$ cat config.mk
export PLATFORM = sky130hd
export DESIGN_NAME = conv_max_pool
export DESIGN_NICKNAME = d
export VERILOG_FILES = /design/src/rtl/conv_max_pool.sv
export SDC_FILE = /design/constraint.sdc
export NUM_CORES = 1
export LEC_CHECK = 0
export CORE_MARGIN = 8
export CORE_UTILIZATION = 49
export CTS_CLUSTER_DIAMETER = 30
export CTS_CLUSTER_SIZE = 10
export DETAILED_ROUTE_END_ITERATION = 7
export PLACE_DENSITY = 0.87
export REMOVE_ABC_BUFFERS = 1
export SLEW_MARGIN = 10
export SYNTH_ARGS = -nofsm -noshare
export SYNTH_HDL_FRONTEND = slang
export SYNTH_SLANG_ARGS = --single-unit
export TNS_END_PERCENT = 100
$ cat constraint.sdc
create_clock -name i_clk -period 2.4 [get_ports i_clk]
set_clock_uncertainty 0.1 [all_clocks]
set_input_delay 0.24 -clock i_clk [delete_from_list [all_inputs] [get_ports i_clk]]
set_output_delay 0.24 -clock i_clk [all_outputs]
set_load 0.03 [all_outputs]
$ cat src/rtl/conv_max_pool.sv
// 2x2 max-pooling stage: folds a raster stream of per-kernel samples into pooled maxima,
// then holds the result with pool_valid until the consumer acknowledges it.
module conv_max_pool #(
  parameter int unsigned NUM_KERNELS = 2,
  parameter int unsigned MAP_W       = 4,
  parameter int unsigned MAP_H       = 4,
  parameter int unsigned DATA_W      = 8,
  localparam int unsigned POOL_N     = (MAP_W / 2) * (MAP_H / 2)
) (
  input  logic                                         i_clk,
  input  logic                                         i_rst_n,
  input  logic                                         i_start,
  input  logic                                         i_conv_valid,
  input  logic [NUM_KERNELS-1:0][DATA_W-1:0]           i_conv_data,
  output logic                                         o_conv_ready,
  output logic [NUM_KERNELS-1:0][POOL_N-1:0][DATA_W-1:0] o_pooled,
  output logic                                         o_pool_valid,
  input  logic                                         i_pool_ack,
  output logic                                         o_overflow
);

  localparam int unsigned CW = $clog2(MAP_W);
  localparam int unsigned RW = $clog2(MAP_H);
  localparam int unsigned HW = (MAP_W > 2) ? $clog2(MAP_W / 2) : 1;
  localparam int unsigned PW = (POOL_N > 1) ? $clog2(POOL_N) : 1;

  typedef enum logic [1:0] {StIdle, StCollect, StFull} state_e;

  state_e                 r_state, w_state_next;
  logic [CW-1:0]          r_col, w_col_next;
  logic [RW-1:0]          r_row, w_row_next;
  logic                   r_overflow, w_overflow_next;
  logic                   w_accept;
  logic [HW-1:0]          w_half;
  logic [PW-1:0]          w_pidx;

  logic [NUM_KERNELS-1:0][DATA_W-1:0]             r_h;
  logic [DATA_W-1:0]                              r_rowbuf [NUM_KERNELS][MAP_W/2];
  logic [NUM_KERNELS-1:0][POOL_N-1:0][DATA_W-1:0] r_pooled;

  function automatic logic [DATA_W-1:0] max_f(input logic [DATA_W-1:0] a,
                                              input logic [DATA_W-1:0] b);
    return (a >= b) ? a : b;
  endfunction

  always_comb begin
    w_state_next    = r_state;
    w_col_next      = r_col;
    w_row_next      = r_row;
    w_overflow_next = r_overflow;
    w_accept        = 1'b0;
    unique case (r_state)
      StIdle: begin
        if (i_start) begin
          w_state_next    = StCollect;
          w_col_next      = '0;
          w_row_next      = '0;
          w_overflow_next = 1'b0;
        end
        if (i_conv_valid) w_overflow_next = 1'b1;
      end
      StCollect: begin
        // Restart wins over a coincident sample; the partial frame is discarded.
        if (i_start) begin
          w_col_next      = '0;
          w_row_next      = '0;
          w_overflow_next = 1'b0;
        end else if (i_conv_valid) begin
          w_accept = 1'b1;
          if (r_col == CW'(MAP_W - 1)) begin
            w_col_next = '0;
            if (r_row == RW'(MAP_H - 1)) begin
              w_row_next   = '0;
              w_state_next = StFull;
            end else begin
              w_row_next = r_row + 1'b1;
            end
          end else begin
            w_col_next = r_col + 1'b1;
          end
        end
      end
      StFull: begin
        if (i_pool_ack)   w_state_next    = StIdle;
        if (i_conv_valid) w_overflow_next = 1'b1;
      end
      default: w_state_next = StIdle;
    endcase
  end

  always_ff @(posedge i_clk or negedge i_rst_n) begin
    if (!i_rst_n) begin
      r_state    <= StIdle;
      r_col      <= '0;
      r_row      <= '0;
      r_overflow <= 1'b0;
    end else begin
      r_state    <= w_state_next;
      r_col      <= w_col_next;
      r_row      <= w_row_next;
      r_overflow <= w_overflow_next;
    end
  end

  assign w_half = HW'(r_col >> 1);
  assign w_pidx = PW'(32'(r_row >> 1) * (MAP_W / 2) + 32'(r_col >> 1));

  always_ff @(posedge i_clk or negedge i_rst_n) begin
    if (!i_rst_n) begin
      r_h      <= '0;
      r_pooled <= '0;
      for (int k = 0; k < NUM_KERNELS; k++) begin
        for (int j = 0; j < MAP_W / 2; j++) r_rowbuf[k][j] <= '0;
      end
    end else if (w_accept) begin
      for (int k = 0; k < NUM_KERNELS; k++) begin
        unique case ({r_row[0], r_col[0]})
          2'b00: r_h[k] <= i_conv_data[k];
          2'b01: r_rowbuf[k][w_half] <= max_f(r_h[k], i_conv_data[k]);
          2'b10: r_h[k] <= max_f(r_rowbuf[k][w_half], i_conv_data[k]);
          2'b11: r_pooled[k][w_pidx] <= max_f(r_h[k], i_conv_data[k]);
          default: ;
        endcase
      end
    end
  end

  assign o_conv_ready = (r_state == StCollect);
  assign o_pool_valid = (r_state == StFull);
  assign o_overflow   = r_overflow;
  assign o_pooled     = r_pooled;

endmodule

==> impl_metrics.ini <==
[synthesis]
syn_area_um2 = 5760
synth_warnings = 0
synth_edf_count = 0
async_flop_share = 1.00
seq_area_frac_synth = 0.517
avgSynthCellArea_um2 = 10.1
yosysUniqueCellTypes = 42
synthCells = 570
synth-main-ff-cell = dfrtp_1
synth_seq_cells = 119

[critical_path]
critPathMaxStageDelay_ns = 0.43
cp.required_ns = 2.64
cp.arrival_ns = 2.80
crit_type = reg -> reg
path_cells = buf_12 > mux2_4 > ha_4 > a211o_1 > o211ai_1 > o311a_1 > buf_6 > o22ai_1 > a21oi_1
worstRegToRegCells = 9
r2r_start = r_col[1]
cp-end-kind = register
reg2reg_slack_ns = -0.16
start_kind = register
cp_slowest_cell = dfrtp_2
crit_fanout = 8
crit_end = r_h[1]
rr_endpoint = r_h[1]
startpoint = r_col[1]

[finish]
nets = 783
drive_above_1_share = 0.224
stdcell_area_um2 = 8370
final_util = 0.730
num_antenna_cells = 0
final_cell_mix = dfrtp_1, nand2_1, clkdlybuf4s50_1, o21ai_0, buf_4
final_common_cell = dfrtp_1
area_growth_pct = 45.3

[worst_hold_path]
worst_hold_path_type = in -> async

[run_status]
violations = negative setup slack
status = finished with violations

[floorplan]
core_um2 = 11500
die_area_um2 = 15500
ios = 88
initial_core_util = 0.503
fp.dieH_um = 124
row_count = 39
die_x_um = 124

[power]
powerDensity_nw_per_um2 = 1130
p_int_mw = 6.12
pwr-share-clk = 0.273
p_sw_mw = 3.36
leakage_nw = 3.75
p_sw_frac = 0.355
comb_power_share = 0.426
vdd_ir_drop_max_mv = 0.725
power_frac_seq = 0.302

[timing]
timing.fmax_mhz = 391
worstMarginPinSlew_ns = 0.625
max_slew_margin = 0.584
timing.final.ws_setup_ns = -0.158
hold-worst-slack_ns = 0.239
period_share = 1.07
setup_viol = 13
fin_crit_ns = 2.56
slew_violations = 0
hold_viol = 0
rsz0062_at_grt = yes

[place]
dp_slack_ns = -0.429
io_buffer_count = 87
dpl.hpwl_mm = 11.2
place_area_um2 = 7170
gp_congestion = 0.881

[global_route]
grt_first_pass_wirelength_mm = 28.0
track_usage = 0.223
grt_max_degree = 61
grt_pass1_vias = 5569
antenna_found_initial = 0
grt.overflow.total = 0

[routing]
avgRoutedWirePerCell_um = 20.6
vias = 5205
routed_wl_mm = 18.1
first_iter_violations = 410
first_pass_iters = 7
ant_nets = 0
via_per_inst = 5.92
drc = 0

[clocking]
clockBufferDepth = 2
cts.sinks = 119
clk_latency_ns = 0.41
cts_buffers = 17
cts_tree = built
cts_root_buf = clkbuf_16
clk_pin_slew_worst_paths_ns = 0.06
htreeDepth = 4

[flow_run]
cap_violations = 0
sequential cells by signal, summed over array words and instances (netlist names):
| signal | flops |
|---|---|
| r_rowbuf | 32 |
| r_h | 16 |
| r_col | 2 |
| r_state | 2 |
| r_row | 2 |
| o_overflow | 1 |
| o_pooled | 64 |
through the flow:
step                TNS, ns  cells  power, mW
finish                -1.22    879       9.49
floorplan             -5.32    543       4.51
detailed placement   -21.82    831       5.71
global placement     -12.08    831       5.47
CTS                  -0.503    874       8.85
global route          -2.03    879       9.88
cell families (layout without fill, tap and decap cells):
| kind of cell | Yosys count | count (layout) | synth area share |
|---|---|---|---|
| compound gates | 165 | 165 | 0.171 |
| simple gates | 153 | 153 | 0.117 |
| flops | 119 | 119 | 0.517 |
| buf+inv | 53 | 219 | 0.0365 |
| mux | 42 | 42 | 0.0769 |
| fa+ha+maj | 38 | 38 | 0.0825 |
how the worst min path moves through the flow:
| stage | startpoint | end | cells after the start |
|---|---|---|---|
| floorplan | i_rst_n | o_overflow | 0 |
| global placement | i_rst_n | o_pooled[6] | 1 |
| detailed placement | i_rst_n | o_pooled[22] | 1 |
| CTS | i_rst_n | o_pooled[22] | 2 |
| global route | i_rst_n | o_pooled[22] | 2 |
| finish | i_rst_n | o_pooled[22] | 2 |
per-layer routing:
metal,wire length [um],GRT usage
met5,0,0
met4,816,0.123
met3,1480,0.0821
met2,9130,0.382
met1,6650,0.233
power by group through the flow:
stage               clock network (mW)  logic, mW  registers [mW]
detailed placement                   0       2.93            2.79
finish                            2.59       4.04            2.86
CTS                               2.59       3.47            2.79
global placement                     0       2.71            2.76
global route                      2.68       4.30            2.89
floorplan                            0       1.69            2.82
repair_timing:
action,in CTS,in global routing
setup endpoints to repair,23,54
gates resized for setup,35,50
pin swaps,11,23
hold buffers,1,0
buffers inserted,10,6
gates cloned,1,0
endpoints found under the hold margin,37,0
cell type report:
type                    instances  area (um^2)
multi-input cells             398         2990
fillers                       731         3090
clock inverters                 8          121
clock buffers                  23          478
inverters                      26         97.6
flip-flops and latches        119         2980
repair buffers                162         1530
well taps                     143          179
worst max-delay path: cells and delay by family, from the launching register on:
kind	cells	cell delay [ns]
AO/OA/AOI/OAI	5	1.09
adder cells (fa/ha/maj)	1	0.23
buffers and inverters	2	0.32
flip-flops	1	0.43
multiplexers	1	0.32
synthesized netlist by cell type (all sizes together) (3+ instances only):
cell type / count / area [um^2]
nand4b: 3 / 26.3
nand2: 111 / 417
ha: 38 / 475
o22ai: 9 / 56.3
nand2b: 8 / 50.1
buf: 7 / 37.5
inv: 26 / 97.6
a211o: 3 / 26.3
mux2: 15 / 169
nor2b: 3 / 18.8
nand3: 3 / 15.0
dfrtp: 119 / 2980
o211ai: 3 / 22.5
nand3b: 9 / 67.6
o21ai: 107 / 547
nor2: 9 / 33.8
mux2i: 27 / 274
a2111oi: 3 / 63.8
clkbuf: 20 / 75.1
a21oi: 22 / 110
o21a: 4 / 30.0
No activity file was read; power rests on OpenSTA's default activity.
